$ cat src/rtl/cdb_result_queue.sv
// cdb_result_queue
// Small in-order result FIFO between the FU result selector and the CDB.
// Accepts at most one selected FU result per cycle and acks that FU slot.
// It drains at most one entry per cycle while the CDB consumer is ready.
// A squash empties the queue at the next edge.
// CDB outputs come from the head entry with no same-cycle bypass.
// An accepted result is therefore visible on the CDB one cycle later at the earliest.

module cdb_result_queue #(
    parameter int DEPTH    = 4,
    parameter int FU_SIZE  = 20,
    parameter int FU_NUM_W = 6,
    parameter int TAG_W    = 6,
    parameter int VAL_W    = 32
) (
    input  logic                clock,
    input  logic                reset,
    input  logic                squash,
    input  logic                in_valid,
    input  logic [FU_NUM_W-1:0] in_fu_num,
    input  logic [3:0]          in_cat,
    input  logic [TAG_W-1:0]    in_tag,
    input  logic [VAL_W-1:0]    in_value,
    output logic [FU_SIZE-1:0]  fu_ack,
    output logic                full,
    input  logic                cdb_ready,
    output logic                cdb_valid,
    output logic [TAG_W-1:0]    cdb_tag,
    output logic [VAL_W-1:0]    cdb_value,
    output logic                cdb_is_branch
);

    localparam int PTR_W = (DEPTH > 1) ? $clog2(DEPTH) : 1;
    localparam int CNT_W = PTR_W + 1;

    localparam logic [CNT_W-1:0]    DEPTH_C  = CNT_W'(DEPTH);
    localparam logic [FU_NUM_W-1:0] FU_LIMIT = FU_NUM_W'(FU_SIZE);

    // Pointer and occupancy state
    logic [PTR_W-1:0] head_q, head_d;
    logic [PTR_W-1:0] tail_q, tail_d;
    logic [CNT_W-1:0] count_q, count_d;

    // Entry storage.  It is never cleared, because validity is tracked by count_q alone.
    logic [TAG_W-1:0] tag_mem_q [DEPTH];
    logic [VAL_W-1:0] val_mem_q [DEPTH];
    logic             br_mem_q  [DEPTH];

    logic fu_num_ok_s;
    logic push_s;
    logic pop_s;

    // Only the branch bit of the category travels with the result.
    logic unused_cat_s;
    assign unused_cat_s = ^in_cat[2:0];

    // Status flags and head-entry view driven straight from registered state
    always_comb begin
        cdb_valid     = (count_q != {CNT_W{1'b0}});
        full          = (count_q == DEPTH_C);
        cdb_tag       = tag_mem_q[head_q];
        cdb_value     = val_mem_q[head_q];
        cdb_is_branch = br_mem_q[head_q];
    end

    // Handshake decode.  Squash dominates everything.
    // Push is also masked while reset is held, so no ack leaks out during reset.
    // A full queue accepts a push only when the head leaves in the same cycle.
    always_comb begin
        fu_num_ok_s = (in_fu_num < FU_LIMIT);
        pop_s       = cdb_valid && cdb_ready && !squash;
        push_s      = !reset && in_valid && !squash && fu_num_ok_s && (!full || pop_s);
    end

    // One-hot acknowledge of the accepted FU slot
    always_comb begin
        fu_ack = {FU_SIZE{1'b0}};
        for (int i = 0; i < FU_SIZE; i++) begin
            fu_ack[i] = push_s && (in_fu_num == FU_NUM_W'(i));
        end
    end

    // Next-state computation for pointers and occupancy
    always_comb begin
        head_d  = head_q;
        tail_d  = tail_q;
        count_d = count_q;
        if (squash) begin
            head_d  = {PTR_W{1'b0}};
            tail_d  = {PTR_W{1'b0}};
            count_d = {CNT_W{1'b0}};
        end else begin
            if (push_s) begin
                tail_d = tail_q + PTR_W'(1);
            end else begin
                tail_d = tail_q;
            end
            if (pop_s) begin
                head_d = head_q + PTR_W'(1);
            end else begin
                head_d = head_q;
            end
            case ({push_s, pop_s})
                2'b10:   count_d = count_q + CNT_W'(1);
                2'b01:   count_d = count_q - CNT_W'(1);
                default: count_d = count_q;
            endcase
        end
    end

    // Pointer and occupancy registers with asynchronous reset
    always_ff @(posedge clock or posedge reset) begin
        if (reset) begin
            head_q  <= {PTR_W{1'b0}};
            tail_q  <= {PTR_W{1'b0}};
            count_q <= {CNT_W{1'b0}};
        end else begin
            head_q  <= head_d;
            tail_q  <= tail_d;
            count_q <= count_d;
        end
    end

    // Write the accepted result into the tail slot
    always_ff @(posedge clock) begin
        if (push_s) begin
            tag_mem_q[tail_q] <= in_tag;
            val_mem_q[tail_q] <= in_value;
            br_mem_q[tail_q]  <= in_cat[3];
        end
    end

endmodule

$ cat config.mk
export PLATFORM = sky130hd
export DESIGN_NAME = cdb_result_queue
export DESIGN_NICKNAME = d
export VERILOG_FILES = /design/src/rtl/cdb_result_queue.sv
export SDC_FILE = /design/constraint.sdc
export NUM_CORES = 1
export LEC_CHECK = 0
export ABC_AREA = 1
export CAP_MARGIN = 20
export CORE_MARGIN = 10
export CORE_UTILIZATION = 47
export DETAILED_ROUTE_END_ITERATION = 10
export HOLD_SLACK_MARGIN = 0.05
export PLACE_DENSITY = 0.75
export SYNTH_ARGS = -nofsm -noshare
export SYNTH_HDL_FRONTEND = slang
export SYNTH_SLANG_ARGS = --single-unit
$ cat constraint.sdc
create_clock -name clock -period 2.9 [get_ports clock]
set_input_delay 0.435 -clock clock [delete_from_list [all_inputs] [get_ports clock]]
set_output_delay 0.435 -clock clock [all_outputs]
set_load 0.1 [all_outputs]
### After elaboration in Yosys (flattened, before gate mapping)

Memory sizes are Yosys's and may differ from the RTL's.
Cells that the tools add are included.

| storage, ports and cells | value |
|---|---|
| bits in registers | 7 |
| memories kept | 3 |
| output and inout port bits | 61 |
| bits in writable memories | 156 |
| word-level logic and storage cells | 76 |

Memories:

| name | depth | width | read ports | clocked after memory_dff | write ports | RTL line | RTL |
|---|---|---|---|---|---|---|---|
| val_mem_q | 4 | 32 | 1 | 0 | 1 | 46 | `logic [VAL_W-1:0] val_mem_q [DEPTH];` |
| tag_mem_q | 4 | 6 | 1 | 0 | 1 | 45 | `logic [TAG_W-1:0] tag_mem_q [DEPTH];` |
| br_mem_q | 4 | 1 | 1 | 0 | 1 | 47 | `logic br_mem_q [DEPTH];` |

| cells by class | value |
|---|---|
| order comparisons | 1 |
| reduce and logical (&&, ||, !) cells | 35 |
| equality and inequality tests | 22 |
| add/subtract/negate cells | 4 |
| muxes and demuxes | 8 |

Operator list:

| kind | count |
|---|---|
| 6-bit by 4-bit == test with 1-bit output, second input constant | 8 |
| 1-bit logical AND | 26 |
| 6-bit by 3-bit == test with 1-bit output, second input constant | 4 |
| 6-bit by 5-bit == test with 1-bit output, second input constant | 4 |
| 6-bit by 2-bit == test with 1-bit output, second input constant | 2 |
| 2-bit 2-to-1 mux | 4 |
| 6-bit by 1-bit == test with 1-bit output, second input constant | 1 |
| 6-bit zero test | 1 |
| 6-bit by 5-bit less-than comparator with 1-bit output, second input constant | 1 |
| 3-bit case mux with 2 select lines | 1 |
| 3-bit nonzero test | 2 |
| 2-bit by 1-bit adder with 2-bit output, second input constant | 2 |
| 2-bit nonzero test | 2 |
| 3-bit by 1-bit adder with 3-bit output, second input constant | 1 |
| 3-bit == test, second input constant | 1 |
| 1-bit zero test | 3 |
| 3-bit 2-to-1 mux | 1 |
| 3-bit by 1-bit subtractor with 3-bit output, second input constant | 1 |
| 2-bit by 1-bit == test with 1-bit output, second input constant | 1 |
| 2-bit == test, second input constant | 1 |
| 1-bit 2-to-1 mux | 2 |
| 1-bit logical OR | 1 |

### Longest topological paths before layout

| depth | value |
|---|---|
| word-level depth | 8 |
| gate-level depth with buffers | 12 |
| depth with buffers taken out | 12 |

### Least setup slack after synthesis

OpenSTA, ideal clock, no wires.

| timing path | value |
|---|---|
| path kind | input-to-output |
| start | input port reset |
| end | output port fu_ack[16] |
| arrival | 3.872 ns |
| data required time | 2.465 ns |
| slack | -1.407 ns |
| cell stages on the path | 7 |
| cell sequence | inv_1 -> nand2_1 -> nor2_2 -> nand2_2 -> inv_2 -> nand2_4 -> nor4_1 |

| between the ends | value |
|---|---|
| cells in the longest elaborated chain, start to end | 6 |

Ends and longest elaborated chain:

| what | RTL line | RTL |
|---|---|---|
| start: declaration | 17 | `input logic reset,` |
| 1-bit zero test (no source line) | n/a |  |
| 1-bit logical AND (4 in a row) | 72 | `push_s = !reset && in_valid && !squash && fu_num_ok_s && (!full \|\| pop_s);` |
| 1-bit logical AND | 79 | `fu_ack[i] = push_s && (in_fu_num == FU_NUM_W'(i));` |
| end: declaration | 24 | `output logic [FU_SIZE-1:0] fu_ack,` |

Every way passes these cells.

### Final worst setup path

| timing path | value |
|---|---|
| start | register head_q[1] |
| end | output port cdb_tag[2] |

| between the ends | value |
|---|---|
| cells in the longest elaborated chain, start to end | 1 |

Ends and longest elaborated chain:

| what | RTL line | RTL |
|---|---|---|
| start: declaration | 40 | `logic [PTR_W-1:0] head_q, head_d;` |
| start signal: assignment | 114 | `head_q <= {PTR_W{1'b0}};` |
| memory 4 x 6 bit | n/a |  |
| end: declaration | 28 | `output logic [TAG_W-1:0] cdb_tag,` |

Every way passes these cells.

==> reports/metrics.yaml <==
grt_start_max_net_pins: 41
synthesis.nets: 544
critPathSlowestCell: "dfrtp_1"
nets: 666
rr_worst_depth: 11
die_h_um: 137.0
clkTransAtPathRegs_ps: 60
switching_share_pct: 39.88
cp_cell_sequence: "buf_4 -> o21ai_0 -> o22ai_1 -> buf_12"
initial_core_util_pct: 48.19
die-area_mm2: 0.01876
leakagePower_nw: 3.186
internal-power_mw: 4.938
start_kind: "register"
vdd_drop_max_uv: 531.1
fillers: 925
arrival_ps: 2250
hpwlAfterDp_um: 9623
period_share_pct: 92.43
setup_viol: 0
drc_errors: 0
layout-drive-gt1-share_pct: 24.48
p_seq_share_pct: 32.5
clkPwrFrac_pct: 26.1
wl_per_cell_um: 18.73
routabilityCongestion: 0.7600
yosys_register_bits: 163
grt_usage_pct: 15.94
r2r_start: "count_q[0]"
finalWorstSetupSlack_ps: 219.4
power.density_mw_per_mm2: 906.9
drtAntennaViolNets: 0
grt_overflow_total: 0
p_sw_mw: 3.276
place_ws_ps: 245.8
critPathKind: "reg -> out"
drt_pass1_iterations: 4
outcome: "completed"
maxCapViolations: 0
reg2reg_to: "count_q[2]"
cts.sinks: 163
grt_pass1_vias: 4373
drt_iter0_drc: 245
grt_pass1_wl_um: 23090
post_synth_num_cell_types: 27
holdWs_ps: 388.0
power_frac_comb_pct: 41.4
r2r_setup_slack_ps: 880
hold_viol: 0
hold_buffers: 0
maxSlewViolCount: 0
crit_fanout: 27
period_needed_ps: 2681
relSlewSlack_pct: 67.01
design_area_mm2: 0.009057
ios: 114
holdCritPathClass: "in -> async"
syn_area_mm2: 0.006432
num_vias: 4300
root_buffer: "clkbuf_16"
placementRows: 42
core_area_mm2: 0.01335
vias_per_cell: 5.395
yosysWarnings: 0
synth_cells: 486
syn_avg_cell_area_um2: 13.24
ys_seq_area_share_pct: 75.55
endpoint_kind: "output port"
fin_skew_ps: 10.50
routed_wl_um: 14930
critPathMaxStageDelay_ps: 650
area_delta_synth_final_pct: 40.81
fmax_mhz: 373.1
insertion_delay_ps: 410
antenna_found_initial: 0
place_area_mm2: 0.008476
rsz0062_at_grt: "no"
cts_buffers: 17
cts_tree: "yes"
htreeDepth: 4
port_buffers: 110
worst_pin_slew_ps: 494.9
cts_resized: 0
worstPathRequired_ps: 2470
postCtsSetupBuffers: 0
antenna_cells: 0
die_w_um: 137.0
cts_buffer_depth: 2
[metrics by stage]
stage	power [mW]	utilization (%)	TNS [ps]	cells
global placement	6.083	63.50	0	765
finish	8.214	67.86	0	797
global route	8.487	67.86	0	797
detailed placement	6.133	63.50	0	765
floorplan	4.860	-	-40440	486
CTS	8.269	67.86	0	797
[flip-flops by register name, indices dropped and copies added (netlist names)]
| signal | flops |
|---|---|
| val_mem_q | 128 |
| tag_mem_q | 24 |
| br_mem_q | 4 |
| count_q | 3 |
| head_q | 2 |
| tail_q | 2 |
[per-layer routing]
layer | share of wire (%) | global-route usage, % | wire [um] | vias up
met5 | 0 | 0 | 0 | -
met4 | 1.4 | 5.855 | 216 | 0
met3 | 6.8 | 4.399 | 1014 | 13
met2 | 50 | 26.36 | 7524 | 145
met1 | 41 | 19.55 | 6172 | 2116
li1 | - | - | - | 2026
[synthesized netlist by cell type, drive strengths merged]
cell / count / area share (%)
edfxtp: 156 / 73
nor2: 104 / 6.1
o21ai: 82 / 6.4
o22ai: 39 / 3.8
inv: 21 / 1.2
nand2: 21 / 1.4
clkbuf: 20 / 1.2
nand3: 9 / 0.78
dfrtp: 7 / 2.7
buf: 5 / 0.39
a21oi: 4 / 0.37
ha: 4 / 0.78
nand4: 4 / 0.78
nor4: 4 / 0.39
clkinv: 2 / 0.19
fa: 1 / 0.31
nor3: 1 / 0.078
o211ai: 1 / 0.19
xnor2: 1 / 0.14
[worst max-delay path by stage]
stage                       startpoint     endpoint  cells after the start
after floorplan                  reset  br_mem_q[0]                      7
after global placement    in_fu_num[2]   fu_ack[12]                     11
after detailed placement  in_fu_num[2]    fu_ack[1]                     11
after CTS                    head_q[1]   cdb_tag[2]                      4
after global routing      in_fu_num[2]    fu_ack[0]                     11
final                        head_q[1]   cdb_tag[2]                      4
[cell usage in the layout (no fill, tap or decap), drive strengths merged]
cell type,count
edfxtp,156
nor2,104
o21ai,82
buf,79
clkdlybuf4s50,49
o22ai,39
inv,24
nand2,21
clkbuf,17
clkinv,10
nand3,9
dfrtp,7
nand4,4
nor4,4
ha,4
a21oi,4
bufinv,2
clkinvlp,2
o211ai,1
nor3,1
xnor2,1
fa,1
[cells by family after synthesis]
kind of cell             share of synthesized area (%)
AO/OA/AOI/OAI                                    10.74
XOR/XNOR                                        0.1362
adder cells (fa/ha/maj)                          1.089
buffers and inverters                            2.976
flip-flops                                       75.55
AND/OR/NAND/NOR                                  9.512
[power groups by stage]
stage | registers [mW] | clock network [mW] | logic, mW
after CTS | 2.67 | 2.18 | 3.43
after floorplan | 2.69 | 0 | 2.17
after detailed placement | 2.72 | 0 | 3.41
after global routing | 2.67 | 2.28 | 3.53
final | 2.67 | 2.15 | 3.40
after global placement | 2.71 | 0 | 3.37
[layout make-up]
class	instances	area [um^2]	area share, %
inverters	23	91.34	1.008
multi-input cells	275	1481	16.36
flip-flops and latches	163	4861	53.67
well taps	176	220.2	2.431
repair buffers	128	1822	20.11
clock inverters	15	156.4	1.727
clock buffers	17	425.4	4.697
[worst max-delay path, delay by kind of cell (launching register included)]
kind	cells	cell delay, ps
flip-flops	1	650
AO/OA/AOI/OAI	2	540
buffers and inverters	2	630
No activity file was read; power rests on OpenSTA's default activity.
